File: config.mk
export PLATFORM = sky130hd
export DESIGN_NAME = piso_serializer
export DESIGN_NICKNAME = d
export VERILOG_FILES = /design/src/rtl/serial_pkg.sv /design/src/rtl/piso_bit_counter.sv /design/src/rtl/piso_serializer.sv
export SDC_FILE = /design/constraint.sdc
export NUM_CORES = 1
export LEC_CHECK = 0
export BUFFER_PORTS_ARGS = -buffer_cell sky130_fd_sc_hd__buf_2
export CAP_MARGIN = 20
export CORE_MARGIN = 1
export CORE_UTILIZATION = 48
export CTS_CLUSTER_SIZE = 12
export DETAILED_ROUTE_END_ITERATION = 6
export PLACE_DENSITY = 0.85
export SLEW_MARGIN = 20
export SYNTH_ARGS = -nofsm -noshare
export SYNTH_HDL_FRONTEND = slang
export SYNTH_HIERARCHICAL = 1
export SYNTH_SLANG_ARGS = --single-unit
File: constraint.sdc
create_clock -name Clock -period 1.95 [get_ports Clock]
set_input_delay 0.39 -clock Clock [delete_from_list [all_inputs] [get_ports Clock]]
set_output_delay 0.39 -clock Clock [all_outputs]
set_load 0.005 [all_outputs]
File: src/rtl/serial_pkg.sv
// Shared types and widths for the serializer blocks.
// Latency: n/a (declarations only).
// Backpressure: n/a.
package serial_pkg;

  // Serializer control states; IDLE is the reset encoding.
  typedef enum logic [1:0] {
    IDLE  = 2'd0,
    SHIFT = 2'd1,
    GAP   = 2'd2
  } state_e;

  localparam int WORD_CNT_W = 8;  // completed-word counter width
  localparam int GAP_CNT_W  = 4;  // inter-word gap counter width (0..15)

endpackage

File: src/rtl/piso_bit_counter.sv
// Bit-position counter for the serializer: clears on load, advances per transferred bit.
// Latency: index updates on the edge after clear/advance; last is combinational from index.
// Backpressure: none of its own; advance is only asserted on an accepted bit.
//
// Ports:
//   Clock, Reset    : clock, async active-low reset
//   clear           : force index to 0 (has priority over advance)
//   advance         : step to the next bit; wraps to 0 after the last bit
//   index           : current bit position within the word
//   last            : index is the final bit position (WIDTH-1)
module piso_bit_counter
  import serial_pkg::*;
#(
  parameter int WIDTH = 4,
  parameter int IDX_W = $clog2(WIDTH)
) (
  input  logic             Clock,
  input  logic             Reset,
  input  logic             clear,
  input  logic             advance,
  output logic [IDX_W-1:0] index,
  output logic             last
);

  localparam logic [IDX_W-1:0] LAST_IDX = IDX_W'(WIDTH - 1);

  logic [IDX_W-1:0] index_q, index_d;

  always_comb begin
    index_d = index_q;
    if (clear) begin
      index_d = '0;
    end else if (advance) begin
      // Wrap explicitly so non-power-of-two widths never leave the valid range.
      index_d = (index_q == LAST_IDX) ? '0 : index_q + 1'b1;
    end
  end

  always_ff @(posedge Clock or negedge Reset) begin
    if (!Reset) begin
      index_q <= '0;
    end else begin
      index_q <= index_d;
    end
  end

  assign index = index_q;
  assign last  = (index_q == LAST_IDX);

endmodule

File: src/rtl/piso_serializer.sv
// Parallel-in/serial-out stage: loads a WIDTH-bit word on valid/ready and shifts it out one bit per transfer.
// Latency: first bit on Serial_Out the cycle after accept; WIDTH transfers per word, then GAP_CYCLES idle cycles.
// Backpressure: Serial_Ready low holds the current bit and markers; Load_Ready drops while a word is in flight.
//
// Ports:
//   Clock, Reset      : clock, async active-low reset (all outputs 0 while in reset)
//   Data_In           : parallel word, sampled only on accept
//   Load_Valid/Ready  : word load handshake; Ready also asserts on a back-to-back last bit when GAP_CYCLES==0
//   Serial_Ready      : downstream accepts the current bit
//   Serial_Out/Valid  : current serial bit and its qualifier
//   Frame_Start/End   : first / last bit of a word
//   Busy              : in SHIFT or GAP
//   Word_Count        : completed words, modulo 256
module piso_serializer
  import serial_pkg::*;
#(
  parameter int WIDTH      = 4,
  parameter int MSB_FIRST  = 1,
  parameter int GAP_CYCLES = 0
) (
  input  logic                  Clock,
  input  logic                  Reset,
  input  logic [WIDTH-1:0]      Data_In,
  input  logic                  Load_Valid,
  output logic                  Load_Ready,
  input  logic                  Serial_Ready,
  output logic                  Serial_Out,
  output logic                  Serial_Valid,
  output logic                  Frame_Start,
  output logic                  Frame_End,
  output logic                  Busy,
  output logic [WORD_CNT_W-1:0] Word_Count
);

  localparam int IDX_W  = $clog2(WIDTH);
  localparam bit NO_GAP = (GAP_CYCLES == 0);
  localparam logic [GAP_CNT_W-1:0] GAP_INIT =
    (GAP_CYCLES > 0) ? GAP_CNT_W'(GAP_CYCLES - 1) : '0;

  state_e                  state_q, state_d;
  logic [WIDTH-1:0]        sreg_q, sreg_d;
  logic [GAP_CNT_W-1:0]    gap_q, gap_d;
  logic [WORD_CNT_W-1:0]   wcnt_q, wcnt_d;
  // Holds Load_Ready low until the first edge after reset so IDLE does not
  // advertise readiness while Reset is still asserted.
  logic                    rdy_en_q, rdy_en_d;

  logic [IDX_W-1:0]        bit_idx;
  logic                    bit_last;
  logic                    in_shift;
  logic                    xfer;
  logic                    last_xfer;
  logic                    load_ready;
  logic                    accept;

  assign in_shift  = (state_q == SHIFT);
  assign xfer      = in_shift & Serial_Ready;
  assign last_xfer = xfer & bit_last;

  // Serial_Ready -> Load_Ready is combinational so a new word can follow the
  // last bit with no bubble.
  assign load_ready = rdy_en_q & ((state_q == IDLE) | (last_xfer & NO_GAP));
  assign accept     = Load_Valid & load_ready;

  piso_bit_counter #(
    .WIDTH (WIDTH),
    .IDX_W (IDX_W)
  ) u_bit_counter (
    .Clock   (Clock),
    .Reset   (Reset),
    .clear   (accept),
    .advance (xfer),
    .index   (bit_idx),
    .last    (bit_last)
  );

  always_comb begin
    state_d  = state_q;
    sreg_d   = sreg_q;
    gap_d    = gap_q;
    wcnt_d   = wcnt_q;
    rdy_en_d = 1'b1;

    if (accept) begin
      // Also covers the back-to-back case where the last bit leaves this cycle.
      sreg_d  = Data_In;
      state_d = SHIFT;
    end else if (xfer) begin
      // Zero fill means the register is empty (Serial_Out=0) once the word is out.
      if (MSB_FIRST != 0) begin
        sreg_d = sreg_q << 1;
      end else begin
        sreg_d = sreg_q >> 1;
      end
      if (bit_last) begin
        if (NO_GAP) begin
          state_d = IDLE;
        end else begin
          state_d = GAP;
          gap_d   = GAP_INIT;
        end
      end
    end else if (state_q == GAP) begin
      if (gap_q == '0) begin
        state_d = IDLE;
      end else begin
        gap_d = gap_q - 1'b1;
      end
    end

    if (last_xfer) begin
      wcnt_d = wcnt_q + 1'b1;
    end
  end

  always_ff @(posedge Clock or negedge Reset) begin
    if (!Reset) begin
      state_q  <= IDLE;
      sreg_q   <= '0;
      gap_q    <= '0;
      wcnt_q   <= '0;
      rdy_en_q <= 1'b0;
    end else begin
      state_q  <= state_d;
      sreg_q   <= sreg_d;
      gap_q    <= gap_d;
      wcnt_q   <= wcnt_d;
      rdy_en_q <= rdy_en_d;
    end
  end

  assign Load_Ready   = load_ready;
  assign Serial_Out   = (MSB_FIRST != 0) ? sreg_q[WIDTH-1] : sreg_q[0];
  assign Serial_Valid = in_shift;
  assign Frame_Start  = in_shift & (bit_idx == '0);
  assign Frame_End    = in_shift & bit_last;
  assign Busy         = (state_q != IDLE);
  assign Word_Count   = wcnt_q;

endmodule

Yosys cells after proc, flatten, opt, wreduce, memory -nomap -nowiden
Cells that the tools add are included. W data, S select, Z words.

Add/subtract/negate cells: 3. Multipliers: 0. Divide/modulo/power cells: 0. $lt $le $gt $ge: 0. Equality and inequality tests: 4. Shift operators: 0. Muxes and demuxes: 10. Bitwise gates (word level): 10. Reduce and logical (&&, ||, !) cells: 9.

Operators with widths (count): $mux W2 (8); $add A8 B1 Y8 const B (1); $mux W4 (2); $and A1 B1 Y1 (6); $reduce_bool A3 Y1 (2); $eq A2 B2 Y1 const B (2); $logic_not A2 Y1 (2); $logic_not A4 Y1 (1); $reduce_and A4 Y1 (1); $reduce_bool A2 Y1 (2); $sub A4 B1 Y4 const B (1); $ne A3 B2 Y1 const B (1); $not A1 Y1 (3); $reduce_and A3 Y1 (1); $add A2 B1 Y2 const B (1); $eq A2 B1 Y1 const B (1); $or A1 B1 Y1 (1).

Flip-flop bits (word level): 21. Bits in latches: 0. Memory bits (writable): 0. ROM bits: 0. Input bits: 8. Memories kept: 0.

Depth between registers and ports, before layout
Gate-level depths: netlist of run 1.

Depth after elaboration: 8. Gate-level depth with buffers: 4. Mapped depth without buffers: 4.

Modules after synthesis
Netlist of run 1, hierarchy kept.

By module, submodules not included: piso_serializer (instances 1, cells an instance 54, area an instance 646.9 um^2, seq. area each 350.3 um^2); piso_bit_counter (instances 1, cells an instance 8, area an instance 100.1 um^2, seq. area each 50.0 um^2).

Worst setup path after synthesis of run 1
OpenSTA, ideal clock, no wires.

Kind: reg2reg. Start point: register u_bit_counter.index_q[0], in the netlist u_bit_counter/index[0]. End point: register sreg_q[1]. Arrival time: 1.361 ns. Path slack: 0.464 ns. Cell stages (with the launch flop): 5. Path buffers: 0. Period minus slack after synthesis: 1.486 ns. Cells stage by stage: dfrtp_1 > ha_1 > nand3_2 > a21oi_2 > mux2_2.

Word-level cells in the longest chain between the ends: 6. Elaborated cells between the ends (all ways): 7. Classes of those cells: eq/ne: 1; mux: 1; bitwise: 4; reduce/logical: 1.

Ends and longest elaborated chain: start: declaration (line piso_bit_counter.sv:27) `logic [IDX_W-1:0] index_q, index_d;`; start signal: assignment (line piso_bit_counter.sv:43) `index_q <= index_d;`; $eq A2 B2 Y1 (*) (line piso_bit_counter.sv:48) `assign last = (index_q == LAST_IDX);`; net bit_last (line piso_serializer.sv:49) `logic bit_last;`; $and A1 B1 Y1 (*) (line piso_serializer.sv:58) `assign last_xfer = xfer & bit_last;`; $or A1 B1 Y1 (*) (line piso_serializer.sv:62) `assign load_ready = rdy_en_q & ((state_q == IDLE) | (last_xfer & NO_GAP));`; $and A1 B1 Y1 (*) (line piso_serializer.sv:62); $and A1 B1 Y1 (*) (line piso_serializer.sv:63) `assign accept = Load_Valid & load_ready;`; net accept (line piso_serializer.sv:54) `logic accept;`; $mux W4 or $reduce_bool A2 Y1 (tied branches); end signal: assignment (line piso_serializer.sv:125) `sreg_q <= sreg_d;`; end: declaration (line piso_serializer.sv:41) `logic [WIDTH-1:0] sreg_q, sreg_d;`.

The timed path passes the listed nets; every way through them passes the cells marked *. A chain may end at the register's enable or synchronous reset.

Final worst setup path of run 1
Start point: register u_bit_counter.index_q[0], in the netlist u_bit_counter/index[0]. End point: output Load_Ready.

Word-level cells in the longest chain between the ends: 4.

Ends and longest elaborated chain: $eq A2 B2 Y1 (line piso_bit_counter.sv:48); net bit_last (line piso_serializer.sv:49); $and A1 B1 Y1 (line piso_serializer.sv:58); $or A1 B1 Y1 (line piso_serializer.sv:62); $and A1 B1 Y1 (line piso_serializer.sv:62); end: declaration (line piso_serializer.sv:25) `output logic Load_Ready,`.

The timed path passes the listed nets, and every way through them passes these cells.

==> flow_summary.json, run 1 <==
{
  "pwr-share-comb_pct": 35.1,
  "cap_violations": 0,
  "grt_util_all_layers_pct": 16.45,
  "syn_avg_cell_area_um2": 12.05,
  "ys_top_cells_by_count": "sky130_fd_sc_hd__dfrtp_1 (16), sky130_fd_sc_hd__mux2_2 (7), sky130_fd_sc_hd__nand2_1 (5)",
  "via_count": 526,
  "final_layout_size_suffix_gt1_share_pct": 42.35,
  "port-buffer-count": 21,
  "antenna_cells": 0,
  "yosys-top-cells-area": "sky130_fd_sc_hd__dfrtp_1 (54%), sky130_fd_sc_hd__mux2_2 (11%), sky130_fd_sc_hd__xor2_1 (4.7%)",
  "worstSetupEndpointType": "output port",
  "yosysWarningCount": 6,
  "root_buffer": "sky130_fd_sc_hd__clkbuf_4",
  "path_clk_slew_ns": 0.08,
  "synth.most_common_cell": "sky130_fd_sc_hd__dfrtp_1",
  "synth-edff-count": 0,
  "pwr_density_cell_mw_per_mm2": 1199,
  "num-fill-cells": 124,
  "asyncSetResetFlopFracSynth_pct": 100.0,
  "netlist-cell-type-count": 23,
  "finalSetupViolCount": 0,
  "crit_path_max_fanout": 5,
  "final_design_area_no_fill_um2": 888.4,
  "pin_count_of_the_biggest_net_entering_global_routing": 17,
  "grt-ovfl-total": 0,
  "place_inst": 97,
  "setup_total_negative_slack_ns": 0,
  "crit_arrival_ns": 1.40,
  "drt-wirelength-per-cell_um": 12.27,
  "post_drt_antenna_nets": 0,
  "drc": 0,
  "syn-cell-area_um2": 747.0,
  "post_synth_inst_count": 62,
  "clock_power_share_pct": 15.1,
  "grt_setup_unrepaired": "false",
  "power.net_switching_mw": 0.3564,
  "std_cell_rows": 13,
  "synth_seq_cells": 16,
  "vdd.ir_drop.worst_mv": 0.8443,
  "critPathLaunchType": "flip-flop",
  "dp_hpwl_um": 968.7,
  "post-synth-top-area-fraction_pct": 53.60,
  "fin_ws_ns": 0.1570,
  "place_ws_ns": 0.2921,
  "num-nets-final": 97,
  "cts_tree": "done",
  "period_utilization_pct": 91.95,
  "worstSkewPairLatency_ns": 0.27,
  "critical_path_class": "reg2out",
  "fin_worst_skew_ns": 0.001197,
  "dieWidth_um": 41.45,
  "max_freq_mhz": 557.7,
  "final_non_filler_cell_total": 100,
  "detail_route.iter0.violations": 6,
  "wl_um": 1227,
  "tritoncts.num_buffers": 3,
  "i_o_pin_total": 22,
  "vias_per_cell": 5.260,
  "synth_top_area_cell": "sky130_fd_sc_hd__dfrtp_1",
  "power_leakage_nw": 0.4748,
  "first_global_vias": 475,
  "global_route_wire_length_before_repair_um": 2076,
  "clock_path_buffers": 2,
  "number_of_antenna_violations_at_the_first_check_in_global_routing": 0,
  "yosysSeqAreaShare_pct": 53.60,
  "initial_core_utilization_pct": 54.67,
  "finalWeightedCongestion": 0.8085,
  "cell_int_power_mw": 0.7089,
  "finalCoreUtilization_pct": 65.02,
  "die_y_um": 41.45,
  "min_period_ns": 1.793,
  "die_area_mm2": 0.001718,
  "core_mm2": 0.001366,
  "mappedNetlistNets": 72,
  "cts.sink_count": 16,
  "final_max_slew_viol_count": 0,
  "placed_cell_area_um2": 863.3,
  "finalHoldViolations": 0,
  "run_status": "completed",
  "critPathRequiredTime_ns": 1.56,
  "synth_top_flop_cell": "sky130_fd_sc_hd__dfrtp_1",
  "htreeDepth": 1,
  "area_delta_synth_final_pct": 18.93,
  "firstDrtPassIters": 2,
  "sequentialPowerShare_pct": 49.8,
  "hold_path_class": "in2async",
  "power_switching_share_pct": 33.46
}
[final cells by class]
cell class                      instances  area (µm²)  area share (%)
Inverter                                2       7.507          0.8451
Timing Repair Buffer                   21       105.1           11.83
Clock buffer                            3       22.52           2.535
Tap cell                               15       18.77           2.113
Sequential cell                        16       400.4           45.07
Multi-Input combinational cell         43       334.1           37.61
[path summary, 6_finish.rpt]
kind                                   startpoint             to  slack [ns]  cells after the start
max                        u_bit_counter/index[0]     Load_Ready        0.16                      5
min                                         Reset  Word_Count[0]       0.008                      1
max reg2reg                u_bit_counter/index[0]      sreg_q[3]        0.32                      4
min reg2reg                         Word_Count[7]  Word_Count[7]        0.46                      1
max in group asynchronous                   Reset      sreg_q[2]        1.69                      1
min in group Clock                     Data_In[1]      sreg_q[1]        0.34                      2
[power groups by stage]
| stage | clock [mW] | sequential [mW] | combinational [mW] |
|---|---|---|---|
| floorplan | 0 | 0.522 | 0.243 |
| global placement | 0 | 0.529 | 0.360 |
| detailed placement | 0 | 0.534 | 0.378 |
| CTS | 0.172 | 0.528 | 0.379 |
| global route | 0.186 | 0.549 | 0.420 |
| finish | 0.161 | 0.530 | 0.374 |
[through the flow]
step / power (mW) / hold WS (ns)
after floorplan: 0.7650 / 0.09441
after global placement: 0.8892 / 0.3123
after detailed placement: 0.9115 / 0.3169
after CTS: 1.079 / 0.008793
after global routing: 1.155 / 0.007542
final: 1.065 / 0.007839
[per-layer routing]
| metal | vias up | GRT usage (%) | routed length (µm) |
|---|---|---|---|
| li1 | 257 | - | - |
| met1 | 252 | 20.68 | 546 |
| met2 | 15 | 23.75 | 610 |
| met3 | 2 | 6.522 | 61 |
| met4 | 0 | 9.677 | 8 |
| met5 | - | 0 | 0 |
[worst max-delay path, stage by stage (launching register included)]
cell and delay (ns):
sky130_fd_sc_hd__dfrtp_1 0.41, sky130_fd_sc_hd__ha_2 0.23, sky130_fd_sc_hd__nand3_2 0.12, sky130_fd_sc_hd__nand2_1 0.08
sky130_fd_sc_hd__and2_1 0.17, sky130_fd_sc_hd__buf_2 0.12
[layout by cell type (no fill, tap or decap), types with 3 or more instances in the layout]
| cell | count |
|---|---|
| sky130_fd_sc_hd__mux2_2 | 7 |
| sky130_fd_sc_hd__buf_2 | 21 |
| sky130_fd_sc_hd__dfrtp_1 | 16 |
| sky130_fd_sc_hd__xor2_1 | 4 |
| sky130_fd_sc_hd__clkbuf_4 | 3 |
| sky130_fd_sc_hd__xnor2_1 | 3 |
| sky130_fd_sc_hd__nand2_1 | 5 |
[registers in the layout (all words and copies together) (netlist names)]
register,flops
Word_Count,8
sreg_q,4
u_bit_counter/index,2
rdy_en_q,1
state_q,1
[repair_timing]
| item | 4_1_cts | 5_1_grt |
|---|---|---|
| buffers inserted | 0 | 0 |
| resized for setup | 0 | 1 |
| endpoints found under the setup margin | 0 | 1 |
| hold buffers | 0 | 0 |
[logic make-up after synthesis]
kind of cell	synth area share, %
and+or+nand+nor	16.75
DFF	53.60
muxes	13.23
xor gates and xnor gates	8.208
buffers and inverters	2.011
adders and majority gates	3.350
AOI/OAI and AO/OA	2.345
other	0.5020
Power figures use the tool's default switching activity.
==> run 2: changes to the inputs <==
Settings changed: PLACE_DENSITY 0.85 to 0.82.
Clock period 1.95 ns to 1.79 ns, I/O delays scaled along.
==> flow_summary.json, run 2 (same netlist as run 1, synthesis figures left out) <==
{
  "run_status": "completed",
  "finalSetupViolCount": 0,
  "i_o_pin_total": 22,
  "final_design_area_no_fill_um2": 952.2,
  "die_area_mm2": 0.001718,
  "wl_um": 1399,
  "firstDrtPassIters": 4,
  "critPathRequiredTime_ns": 1.43,
  "place_ws_ns": 0.2130,
  "cts_tree": "done",
  "power.net_switching_mw": 0.4328,
  "initial_core_utilization_pct": 54.67,
  "ff_latch_area_um2": 400.4,
  "worstSkewPairLatency_ns": 0.28,
  "fin_worst_skew_ns": 0.0008337,
  "grt_setup_unrepaired": "false",
  "crit_path_max_fanout": 5,
  "finalHoldViolations": 0,
  "detail_route.iter0.violations": 3,
  "area_delta_synth_final_pct": 27.47,
  "cts.sink_count": 16,
  "holdWs_ns": 0.3070,
  "place_inst": 98,
  "cap_violations": 0,
  "p_total_mw": 1.298,
  "critical_path_class": "reg2out",
  "vias_per_cell": 5.238,
  "delay_of_the_slowest_critical_path_stage_ns": 0.42,
  "period_utilization_pct": 95.58,
  "power_switching_share_pct": 33.35,
  "crit_buf_inv": 1,
  "post_drt_antenna_nets": 0,
  "std_cell_rows": 13,
  "num-fill-cells": 116,
  "min_period_ns": 1.711,
  "worst_path_dominant_cell_family": "flip-flops",
  "first_global_vias": 572,
  "hold_path_class": "in2reg",
  "die_y_um": 41.45,
  "num-nets-final": 101,
  "drc": 0,
  "most_common_library_cell_in_the_layout_ignoring_fill_and_taps": "sky130_fd_sc_hd__buf_2",
  "max_freq_mhz": 584.5,
  "sequentialPowerShare_pct": 44.6,
  "root_buffer": "sky130_fd_sc_hd__clkbuf_4",
  "dieWidth_um": 41.45,
  "worstSetupEndpointType": "output port",
  "core_mm2": 0.001366,
  "path_clk_slew_ns": 0.09,
  "largest_register_ff_count": 8,
  "global_route_wire_length_before_repair_um": 2346,
  "number_of_antenna_violations_at_the_first_check_in_global_routing": 0,
  "vdd.ir_drop.worst_mv": 0.8768,
  "drt-wirelength-per-cell_um": 13.32,
  "placed_cell_area_um2": 870.8,
  "clock_path_buffers": 2,
  "port-buffer-count": 21,
  "pin_count_of_the_biggest_net_entering_global_routing": 17,
  "finalCoreUtilization_pct": 69.69,
  "fin_ws_ns": 0.07917,
  "final_non_filler_cell_total": 105,
  "crit_arrival_ns": 1.35,
  "finalWeightedCongestion": 0.7371,
  "tritoncts.num_buffers": 3,
  "grt-ovfl-total": 0,
  "multi_input_area_um2": 351.6,
  "htreeDepth": 1,
  "pwr-share-comb_pct": 37.6,
  "grt_util_all_layers_pct": 17.97,
  "crit_path_top_delay_cell": "sky130_fd_sc_hd__dfrtp_1",
  "clock_power_share_pct": 17.8,
  "final_cell_mix": "sky130_fd_sc_hd__buf_2 (21), sky130_fd_sc_hd__dfrtp_1 (16), sky130_fd_sc_hd__mux2_2 (7)",
  "antenna_cells": 0,
  "cell_int_power_mw": 0.8651,
  "via_count": 550,
  "critical_path.cell_chain": "ha_4 > nand3_4 > nand2_1 > and2_1 > buf_2",
  "final_layout_size_suffix_gt1_share_pct": 44.44,
  "final_max_slew_viol_count": 0,
  "setup_total_negative_slack_ns": 0,
  "power_leakage_nw": 0.5034,
  "critPathLaunchType": "flip-flop",
  "dp_hpwl_um": 973.3,
  "pwr_density_cell_mw_per_mm2": 1363
}
## run 2: changes by cell type in the layout (fill, tap and decap cells not counted), sizes merged
cell / previous run / this run
buf: 21 / 24
clkbuf: 3 / 4
dlygate4sd3: 0 / 1
## run 2: path summary, 6_finish.rpt
| check | start | depth (start not counted) | slack [ns] | end |
|---|---|---|---|---|
| min | Data_In[3] | 2 | 0.31 | sreg_q[3] |
| max reg2reg | state_q[0] | 4 | 0.30 | u_bit_counter/index[0] |
| max | u_bit_counter/index[0] | 5 | 0.08 | Load_Ready |
| max in group asynchronous | Reset | 2 | 1.02 | Word_Count[7] |
| min reg2reg | Word_Count[7] | 1 | 0.46 | Word_Count[7] |
| min in group asynchronous | Reset | 2 | 0.51 | Word_Count[2] |
## run 2: what timing repair did
action | in CTS | in global routing
buffers inserted | 1 | 1
hold endpoints to repair | 16 | 0
gates resized for setup | 1 | 2
endpoints found under the setup margin | 1 | 1
hold buffers | 1 | 0
## run 2: area by class of cell
type | count | share of cell area, %
inverter | 2 | 0.7884
timing repair buffer | 25 | 14.45
tap | 15 | 1.971
sequential | 16 | 42.05
multi-input combinational | 43 | 36.93
clock buffer | 4 | 3.811
## run 2: worst reg2reg max path: stages, from the launching register on
cell	delay, ns
sky130_fd_sc_hd__dfrtp_1	0.54
sky130_fd_sc_hd__nand2_2	0.20
sky130_fd_sc_hd__inv_1	0.15
sky130_fd_sc_hd__or3b_1	0.40
sky130_fd_sc_hd__a21oi_2	0.14
## run 2: routing by layer
layer	part of all wire, %	GRT usage (%)	wire length [µm]
met1	38	19.43	534
met2	57	33.13	791
met3	4.1	2.609	58
met4	1.1	9.677	15
met5	0	0	0
## run 2: power by group through the flow
stage          clock (mW)  sequential [mW]  combinational [mW]
2_1_floorplan           0            0.569               0.264
3_3_place_gp            0            0.575               0.399
3_5_place_dp            0            0.583               0.416
4_1_cts             0.245            0.569               0.448
5_1_grt             0.254            0.595               0.539
6_report            0.231            0.579               0.488
==> run 3: changes to the inputs <==
Settings changed: ABC_AREA set to 1, CORE_UTILIZATION 48 to 50, CTS_CLUSTER_DIAMETER set to 50, PLACE_DENSITY 0.82 to 0.84.
==> flow_summary.json, run 3 <==
{
  "asyncSetResetFlopFracSynth_pct": 100.0,
  "finalHoldViolations": 0,
  "firstDrtPassIters": 4,
  "critical_path_class": "reg2out",
  "final_max_slew_viol_count": 0,
  "tritoncts.num_buffers": 3,
  "period_utilization_pct": 97.39,
  "cts_tree": "done",
  "synth_seq_cells": 16,
  "vdd.ir_drop.worst_mv": 0.6861,
  "mappedNetlistNets": 106,
  "fin_worst_skew_ns": 0.004171,
  "most_common_library_cell_in_the_layout_ignoring_fill_and_taps": "sky130_fd_sc_hd__nand2_1",
  "synth_top_area_cell": "sky130_fd_sc_hd__dfrtp_1",
  "worstSetupEndpointType": "output port",
  "post_drt_antenna_nets": 0,
  "core_mm2": 0.001506,
  "place_ws_ns": 0.2437,
  "final_layout_size_suffix_gt1_share_pct": 29.27,
  "max_freq_mhz": 573.7,
  "delay_of_the_slowest_critical_path_stage_ns": 0.40,
  "root_buffer": "sky130_fd_sc_hd__clkbuf_4",
  "cap_violations": 0,
  "synth.most_common_cell": "sky130_fd_sc_hd__nand2_1",
  "number_of_antenna_violations_at_the_first_check_in_global_routing": 0,
  "die_y_um": 42.39,
  "finalWeightedCongestion": 0.7394,
  "synth_top_flop_cell": "sky130_fd_sc_hd__dfrtp_1",
  "yosysWarningCount": 6,
  "final_cell_mix": "sky130_fd_sc_hd__nand2_1 (32), sky130_fd_sc_hd__buf_2 (21), sky130_fd_sc_hd__dfrtp_1 (16)",
  "start_point_of_the_worst_hold_path": "Data_In[0]",
  "ys_top_cells_by_count": "sky130_fd_sc_hd__nand2_1 (32), sky130_fd_sc_hd__dfrtp_1 (16), sky130_fd_sc_hd__inv_1 (13)",
  "p_total_mw": 1.178,
  "pwr_density_cell_mw_per_mm2": 1182,
  "i_o_pin_total": 22,
  "holdWs_ns": 0.2846,
  "post-synth-top-area-fraction_pct": 49.08,
  "num-nets-final": 135,
  "dieWidth_um": 42.39,
  "yosysSeqAreaShare_pct": 49.08,
  "critPathLaunchType": "flip-flop",
  "wl_um": 1535,
  "std_cell_rows": 14,
  "die_area_mm2": 0.001797,
  "crit_start": "u_bit_counter/index[1]",
  "detail_route.iter0.violations": 10,
  "setup_total_negative_slack_ns": 0,
  "cts.sink_count": 16,
  "area_delta_synth_final_pct": 22.09,
  "syn_avg_cell_area_um2": 8.498,
  "fin_ws_ns": 0.04679,
  "run_status": "completed",
  "finalSetupViolCount": 0,
  "crit_path_max_fanout": 5,
  "worstSkewPairLatency_ns": 0.28,
  "htreeDepth": 1,
  "netlist-cell-type-count": 18,
  "drt-wirelength-per-cell_um": 11.04,
  "initial_core_utilization_pct": 54.15,
  "yosys-top-cells-area": "sky130_fd_sc_hd__dfrtp_1 (49%), sky130_fd_sc_hd__nand2_1 (15%), sky130_fd_sc_hd__nand3_1 (6.1%)",
  "pin_count_of_the_biggest_net_entering_global_routing": 17,
  "grt-ovfl-total": 0,
  "critical_path.cell_chain": "ha_2 > nand3_4 > nand2_4 > and2_1 > buf_2",
  "critPathRequiredTime_ns": 1.43,
  "via_count": 712,
  "global_route_wire_length_before_repair_um": 2566,
  "synth-edff-count": 0,
  "hold_path_class": "in2reg",
  "vias_per_cell": 5.122,
  "drc": 0,
  "crit_path_top_delay_cell": "sky130_fd_sc_hd__dfrtp_1",
  "post_synth_inst_count": 96,
  "crit_arrival_ns": 1.39,
  "clock_path_buffers": 2,
  "syn-cell-area_um2": 815.8,
  "dp_hpwl_um": 1108,
  "port-buffer-count": 21,
  "antenna_cells": 0,
  "path_clk_slew_ns": 0.08,
  "grt_util_all_layers_pct": 19.06,
  "r2r_path_start": "u_bit_counter/index[1]",
  "largest_register_ff_count": 8,
  "power_leakage_nw": 0.5723,
  "first_global_vias": 636,
  "min_period_ns": 1.743
}
## run 3: cell types whose count changed after synthesis, moves of 2 or more
cell	delta
sky130_fd_sc_hd__mux2_2	-6
sky130_fd_sc_hd__xnor2_1	-2
sky130_fd_sc_hd__inv_1	+11
sky130_fd_sc_hd__nor2_2	+3
sky130_fd_sc_hd__nand3_4	+2
sky130_fd_sc_hd__nor3_1	-2
sky130_fd_sc_hd__nand3_1	+8
sky130_fd_sc_hd__xor2_1	-2
sky130_fd_sc_hd__nand4_1	+4
sky130_fd_sc_hd__a21oi_2	-2
sky130_fd_sc_hd__mux2i_1	-2
sky130_fd_sc_hd__nand2_1	+27
## run 3: metrics by stage
stage	util, %	cells	instance area [µm²]
5_1_grt	66.11	139	996.0
3_3_place_gp	61.96	132	933.4
4_1_cts	65.12	137	980.9
2_1_floorplan	-	96	815.8
6_report	66.11	139	996.0
3_5_place_dp	61.96	132	933.4
## run 3: timing repair
action                     CTS  global route
setup endpoints to repair    1             1
gates resized for setup      2             0
hold endpoints to repair    16             0
buffers inserted             1             2
hold buffers                 1             0
pin swaps                    0             1
## run 3: logic make-up (layout without fill, tap and decap cells)
family / count (synthesis) / after routing / synth area share [%]
adders and majority gates: 2 / 2 / 3.067
DFF: 16 / 16 / 49.08
muxes: 1 / 1 / 1.380
other: 1 / 1 / 0.4597
xor gates and xnor gates: 3 / 3 / 3.221
and+or+nand+nor: 58 / 58 / 35.43
buffers and inverters: 15 / 42 / 7.362
## run 3: path summary, 6_finish.rpt
kind / endpoint / slack (ns) / cells past startpoint
max reg2reg: u_bit_counter/index[0] / 0.32 / 9
max: Load_Ready / 0.05 / 5
min in group asynchronous: Word_Count[4] / 0.51 / 2
min: sreg_q[0] / 0.28 / 3
min reg2reg: Word_Count[7] / 0.50 / 2
max in group asynchronous: state_q[0] / 1.01 / 2
## run 3: layer usage
layer  global-route usage, %  routed length, µm
met1                   21.97                656
met2                   34.15                821
met3                   2.586                 51
met4                   9.375                  6
met5                       0                  0
## run 3: cell type report
| cell class | count | area, µm² |
|---|---|---|
| Clock buffer | 3 | 22.52 |
| Fill cell | 149 | 510.5 |
| Inverter | 14 | 52.55 |
| Multi-Input combinational cell | 65 | 362.8 |
| Sequential cell | 16 | 400.4 |
| Tap cell | 16 | 20.02 |
| Timing Repair Buffer | 25 | 137.6 |
## run 3: report_power, final
part / switching, mW / internal [mW] / total, mW
registers: 0.0978 / 0.457 / 0.554
logic: 0.220 / 0.219 / 0.439
clock network: 0.106 / 0.0780 / 0.184
## run 3: critical path, delay by kind of cell (launching register included)
kind	cells	cell delay, ns
flip-flops	1	0.40
AND/OR/NAND/NOR	3	0.37
adder cells (fa/ha/maj)	1	0.23
buffers and inverters	1	0.11
